==> src/rtl/hazard_pkg.sv <==
// Shared encodings for the pipeline hazard controller:
// FSM state codes and ALU forwarding select codes.
package hazard_pkg;

    typedef enum logic [1:0] {
        RUN      = 2'b00,
        LU_STALL = 2'b01,
        FREEZE   = 2'b10,
        FLUSH    = 2'b11
    } state_t;

    localparam logic [1:0] FWD_NONE = 2'b00;
    localparam logic [1:0] FWD_MEM  = 2'b10;
    localparam logic [1:0] FWD_WB   = 2'b01;

endpackage

==> src/rtl/hazard_ctrl_fwd_unit.sv <==
// Forwarding select for one ALU operand.
// The younger EX/MEM result wins over MEM/WB.
module fwd_unit
    import hazard_pkg::*;
(
    input  logic [4:0] src,
    input  logic [4:0] mem_rw,
    input  logic       mem_regwr,
    input  logic [4:0] wb_rw,
    input  logic       wb_regwr,
    output logic [1:0] sel
);

    logic hit_mem;
    logic hit_wb;

    assign hit_mem = mem_regwr & (mem_rw != 5'd0) & (mem_rw == src);
    assign hit_wb  = wb_regwr & (wb_rw != 5'd0) & (wb_rw == src);

    always_comb begin
        sel = FWD_NONE;
        if (hit_mem)
            sel = FWD_MEM;
        else if (hit_wb)
            sel = FWD_WB;
    end

endmodule

==> src/rtl/hazard_ctrl.sv <==
// Pipeline sequencing: load-use stall, branch flush, memory freeze,
// operand forwarding and saturating performance counters.
module hazard_ctrl
    import hazard_pkg::*;
#(
    parameter int CNT_W = 16
) (
    input  logic             clk,
    input  logic             rst_n,
    input  logic [4:0]       id_rs,
    input  logic [4:0]       id_rt,
    input  logic             id_uses_rs,
    input  logic             id_uses_rt,
    input  logic [4:0]       ex_rs,
    input  logic [4:0]       ex_rt,
    input  logic [4:0]       ex_rw,
    input  logic             ex_regwr,
    input  logic             ex_memtoreg,
    input  logic [4:0]       mem_rw,
    input  logic             mem_regwr,
    input  logic [4:0]       wb_rw,
    input  logic             wb_regwr,
    input  logic             mem_br_taken,
    input  logic             mem_busy,
    output logic             pc_en,
    output logic             ifid_en,
    output logic             idex_en,
    output logic             exmem_en,
    output logic             memwb_en,
    output logic             ifid_flush,
    output logic             idex_flush,
    output logic             exmem_flush,
    output logic             pc_sel_br,
    output logic [1:0]       fwd_a,
    output logic [1:0]       fwd_b,
    output logic [1:0]       state,
    output logic [CNT_W-1:0] stall_cnt,
    output logic [CNT_W-1:0] flush_cnt,
    output logic [CNT_W-1:0] freeze_cnt
);

    state_t           st_q;
    logic             pend_q;
    logic [CNT_W-1:0] stall_q;
    logic [CNT_W-1:0] flush_q;
    logic [CNT_W-1:0] freeze_q;

    logic       lu_rs;
    logic       lu_rt;
    logic       lu;
    logic       busy;
    logic       br;
    logic       lu_go;
    logic [1:0] sel_a;
    logic [1:0] sel_b;

    assign lu_rs = id_uses_rs & (id_rs == ex_rw);
    assign lu_rt = id_uses_rt & (id_rt == ex_rw);
    assign lu    = ex_regwr & ex_memtoreg & (ex_rw != 5'd0)
                 & (lu_rs | lu_rt);

    // Busy beats branch beats load-use; the three are made exclusive.
    assign busy  = mem_busy;
    assign br    = ~busy & (mem_br_taken | pend_q);
    assign lu_go = ~busy & ~br & (st_q != FLUSH) & lu;

    always_comb begin
        pc_en       = 1'b1;
        ifid_en     = 1'b1;
        idex_en     = 1'b1;
        exmem_en    = 1'b1;
        memwb_en    = 1'b1;
        ifid_flush  = 1'b0;
        idex_flush  = 1'b0;
        exmem_flush = 1'b0;
        pc_sel_br   = 1'b0;
        if (rst_n) begin
            unique case (1'b1)
                busy: begin
                    pc_en    = 1'b0;
                    ifid_en  = 1'b0;
                    idex_en  = 1'b0;
                    exmem_en = 1'b0;
                    memwb_en = 1'b0;
                end
                br: begin
                    pc_sel_br   = 1'b1;
                    ifid_flush  = 1'b1;
                    idex_flush  = 1'b1;
                    exmem_flush = 1'b1;
                end
                lu_go: begin
                    pc_en      = 1'b0;
                    ifid_en    = 1'b0;
                    idex_flush = 1'b1;
                end
                default: ;
            endcase
        end
    end

    fwd_unit u_fwd_a (
        .src       (ex_rs),
        .mem_rw    (mem_rw),
        .mem_regwr (mem_regwr),
        .wb_rw     (wb_rw),
        .wb_regwr  (wb_regwr),
        .sel       (sel_a)
    );

    fwd_unit u_fwd_b (
        .src       (ex_rt),
        .mem_rw    (mem_rw),
        .mem_regwr (mem_regwr),
        .wb_rw     (wb_rw),
        .wb_regwr  (wb_regwr),
        .sel       (sel_b)
    );

    assign fwd_a = rst_n ? sel_a : FWD_NONE;
    assign fwd_b = rst_n ? sel_b : FWD_NONE;

    always_ff @(posedge clk or negedge rst_n) begin
        if (!rst_n) begin
            st_q     <= RUN;
            pend_q   <= 1'b0;
            stall_q  <= '0;
            flush_q  <= '0;
            freeze_q <= '0;
        end else begin
            unique case (1'b1)
                busy: begin
                    st_q <= FREEZE;
                    if (mem_br_taken)
                        pend_q <= 1'b1;
                end
                br: begin
                    st_q   <= FLUSH;
                    pend_q <= 1'b0;
                end
                lu_go: st_q <= LU_STALL;
                default: st_q <= RUN;
            endcase
            if (lu_go && stall_q != '1)
                stall_q <= stall_q + CNT_W'(1);
            if (br && flush_q != '1)
                flush_q <= flush_q + CNT_W'(1);
            if (busy && freeze_q != '1)
                freeze_q <= freeze_q + CNT_W'(1);
        end
    end

    assign state      = st_q;
    assign stall_cnt  = stall_q;
    assign flush_cnt  = flush_q;
    assign freeze_cnt = freeze_q;

endmodule
==> config.mk <==
export PLATFORM = sky130hd
export DESIGN_NAME = hazard_ctrl
export DESIGN_NICKNAME = d
export VERILOG_FILES = /design/src/rtl/hazard_pkg.sv /design/src/rtl/hazard_ctrl_fwd_unit.sv /design/src/rtl/hazard_ctrl.sv
export SDC_FILE = /design/constraint.sdc
export NUM_CORES = 1
export LEC_CHECK = 0
export BUFFER_PORTS_ARGS = -buffer_cell sky130_fd_sc_hd__buf_2
export CAP_MARGIN = 10
export CORE_MARGIN = 3
export CORE_UTILIZATION = 55
export CTS_BUF_LIST = sky130_fd_sc_hd__clkbuf_2
export DETAILED_ROUTE_END_ITERATION = 16
export GPL_TIMING_DRIVEN = 0
export PLACE_DENSITY = 0.95
export SETUP_SLACK_MARGIN = 0.5
export SLEW_MARGIN = 20
export SYNTH_ARGS = -nofsm -noshare
export SYNTH_HDL_FRONTEND = slang
export SYNTH_SLANG_ARGS = --single-unit
==> constraint.sdc <==
create_clock -name clk -period 2.6 [get_ports clk]
set_clock_uncertainty 0.05 [all_clocks]
set_input_delay 0.39 -clock clk [delete_from_list [all_inputs] [get_ports clk]]
set_output_delay 0.39 -clock clk [all_outputs]
set_load 0.005 [all_outputs]
==> impl_metrics.sql <==
INSERT INTO impl_metrics (metric_group, metric, value, unit) VALUES
('clocking', 'htreeDepth', '2', ''),
('yosys', 'yosys.area.top_type_share', '45.4', '%'),
('timing', 'setup-violations-final', '0', ''),
('finish', 'nets', '453', ''),
('grt', 'globalRoute.totalOverflow', '0', ''),
('yosys', 'synth_enable_flop_cells', '0', ''),
('critical_path', 'endpoint_kind', 'output port', ''),
('detailed_routing', 'met3_routed_length', '521', 'µm'),
('floorplanning', 'die_height', '77.5', 'µm'),
('yosys', 'synthCells', '276', ''),
('timing', 'period_minus_slack', '2390', 'ps'),
('floorplanning', 'floorplan.die.width', '77.5', 'µm'),
('yosys', 'ys_seq_elements', '51', ''),
('grt', 'first_global_vias', '2556', ''),
('yosys', 'syn_avg_cell_area', '10.2', 'µm²'),
('yosys', 'synth_area', '0.00281', 'mm²'),
('yosys', 'synth_top_flop_cell', 'dfrtp_1', ''),
('detailed_routing', 'post_drt_via_cell_ratio', '5.39', ''),
('timing', 'rsz_0062_raised_after_global_routing', 'yes', ''),
('place', 'detailed_place_hpwl', '5.14', 'mm'),
('finish', 'antennaDiodeCount', '0', ''),
('place', 'io_buffers', '107', ''),
('detailed_routing', 'dr.pass1.iters', '4', ''),
('floorplanning', 'ios', '108', ''),
('run_status', 'run_status', 'complete, no violations', ''),
('timing', 'timing.final.max_slew_violations', '0', ''),
('floorplanning', 'die_area', '0.00601', 'mm²'),
('finish', 'utilization_after_layout', '78.1', '%'),
('grt', 'grt_util_all_layers', '23.8', '%'),
('detailed_routing', 'wl_per_cell', '15.1', 'µm'),
('clocking', 'cts_tree', 'built', ''),
('timing', 'fmaxAchievable', '418', 'MHz'),
('critical_path', 'cp.arrival', '1950', 'ps'),
('clocking', 'clk_latency', '430', 'ps'),
('detailed_routing', 'drtAntennaViolNets', '0', ''),
('timing', 'max_slew.worst_pin.slew', '546', 'ps'),
('grt', 'grt_first_pass_wirelength', '11.5', 'mm'),
('pwr', 'total_power_density_per_cell_area', '524', 'mW/mm²'),
('detailed_routing', 'initialDrtViolationCount', '83', ''),
('critical_path', 'required', '2160', 'ps'),
('yosys', 'yosysWarningCount', '0', ''),
('timing', 'timing.setup.tns', '0', 'ps'),
('clocking', 'cts_num_sinks', '51', ''),
('finish', 'drive_above_1_share', '38.4', '%'),
('grt', 'antenna_found_initial', '0', ''),
('grt', 'grt_max_degree', '30', ''),
('detailed_routing', 'routed-via-count', '2550', ''),
('yosys', 'synth_async_sr_flop_share', '100', '%'),
('timing', 'slew_headroom', '63.6', '%'),
('floorplanning', 'coreArea', '0.00482', 'mm²'),
('floorplanning', 'floorplan.rows', '25', ''),
('finish', 'area_growth', '33.8', '%'),
('critical_path', 'worst_reg2reg_setup_slack', '370', 'ps'),
('timing', 'post-route-period-util', '92.0', '%'),
('place', 'routability_congestion', '0.841', ''),
('detailed_routing', 'detail_route.wirelength.met1', '2.81', 'mm'),
('floorplanning', 'start_util', '58.4', '%'),
('critical_path', 'cp-start-kind', 'primary input', ''),
('clocking', 'clock_tree.buffer_depth', '2', ''),
('critical_path', 'crit_path_class', 'primary input to output port', ''),
('worst_hold_path', 'hold_class', 'primary input to flip-flop', ''),
('finish', 'mostFrequentLayoutCells', 'buf_2 (103), dfrtp_1 (51), xnor2_1 (44)', ''),
('detailed_routing', 'postRouteWirelength', '7.14', 'mm'),
('yosys', 'ys_types', '38', ''),
('yosys', 'synth_fp_nets', '324', ''),
('pwr', 'total_leakage_power', '1.91', 'nW'),
('pwr', 'worst_ir_drop_on_vdd', '0.581', 'mV'),
('critical_path', 'critPathMaxFanout', '7', ''),
('timing', 'hold_violations', '0', ''),
('yosys', 'yosys.area.top_type', 'dfrtp_1', ''),
('clocking', 'tritoncts.num_buffers', '5', ''),
('detailed_routing', 'uppermost_layer_routed', 'met4', ''),
('yosys', 'post_synth_main_area_contributors', 'dfrtp_1 (45%), xnor2_1 (14%), xor2_1 (7.5%)', ''),
('detailed_routing', 'met2_wirelength', '3.74', 'mm'),
('clocking', 'ctsRootBufferMaster', 'clkbuf_2', ''),
('yosys', 'proportion_of_synthesized_chip_area_in_sequential_cells', '45.4', '%'),
('run', 'drv.max_cap_violation_count', '0', ''),
('clocking', 'clk_transition_reported_paths', '240', 'ps'),
('finish', 'mostFrequentLayoutCell', 'buf_2', ''),
('detailed_routing', 'drc', '0', '');
[worst paths after layout]
check	startpoint	end	cells after the start
max	ex_rw[1]	idex_flush	8
min	mem_br_taken	pend_q	2
max reg2reg	pend_q	stall_cnt[8]	12
min reg2reg	freeze_cnt[10]	freeze_cnt[10]	1
max in group asynchronous	rst_n	flush_cnt[11]	4
min in group asynchronous	rst_n	stall_cnt[1]	2
[cell usage after synthesis, types with 7 or more instances]
library cell,instances
and2_1,7
and3_1,10
dfrtp_1,51
nand2_1,29
nand3_1,16
nand4_1,11
nor2_1,17
xnor2_1,44
xor2_1,24
[metal layers]
layer | vias to the layer above | GRT usage, %
met4 | 0 | 6.41
met5 | - | 0
met2 | 111 | 44.9
met3 | 6 | 5.80
li1 | 1211 | -
met1 | 1222 | 26.6
[metrics by stage]
step / hold slack [ps] / power [mW] / std cells / setup WS (ps) / area (µm²)
after floorplan: 44.4 / 1.25 / 276 / 551 / 2810
after global placement: 424 / 1.46 / 450 / -343 / 3430
after detailed placement: 426 / 1.49 / 450 / 61.0 / 3430
after CTS: 137 / 1.94 / 469 / 249 / 3670
after global routing: 99.4 / 2.10 / 473 / 122 / 3760
final: 172 / 1.97 / 473 / 207 / 3760
[worst max-delay path, cell delays in order]
cell     delay, ps
buf_2          130
xnor2_1        190
nand4_1        140
o22ai_1        460
and2_4         250
or2_1          120
and2_4         150
buf_2          110
[power breakdown]
group | internal (mW) | total [mW] | switching (mW)
logic | 0.279 | 0.515 | 0.236
registers | 0.897 | 1.04 | 0.143
clock network | 0.163 | 0.418 | 0.255
[area by class of cell]
class,instances,area (µm²)
Multi-Input combinational cell,214,1520
Sequential cell,51,1280
Fill cell,366,1050
Timing Repair Buffer,122,739
Tap cell,67,83.8
Buffer,6,52.6
Clock inverter,3,43.8
Clock buffer,5,25.0
Inverter,5,18.8
[state kept, by name, indices dropped and copies added (netlist names)]
signal,cells
stall_cnt,16
state,2
pend_q,1
flush_cnt,16
freeze_cnt,16
[what timing repair did]
action | 4_1_cts | 5_1_grt
hold buffers | 2 | 2
cloned | 1 | 0
pin swaps | 9 | 2
buffers inserted | 8 | 2
resized for setup | 16 | 10
hold endpoints to repair | 51 | 22
endpoints found under the setup margin | 7 | 27
[logic make-up (layout without fill, tap and decap cells)]
logic type                 Yosys count  after routing  share of synthesized area, %
muxes                                5              5                          2.00
DFF                                 51             51                          45.4
AOI/OAI and AO/OA                   20             20                          4.67
adders and majority gates            3              3                          1.33
xor gates and xnor gates            68             68                          21.2
and+or+nand+nor                    118            118                          23.0
buffers and inverters               11            141                          2.40
(Power assumes the default switching activity.)
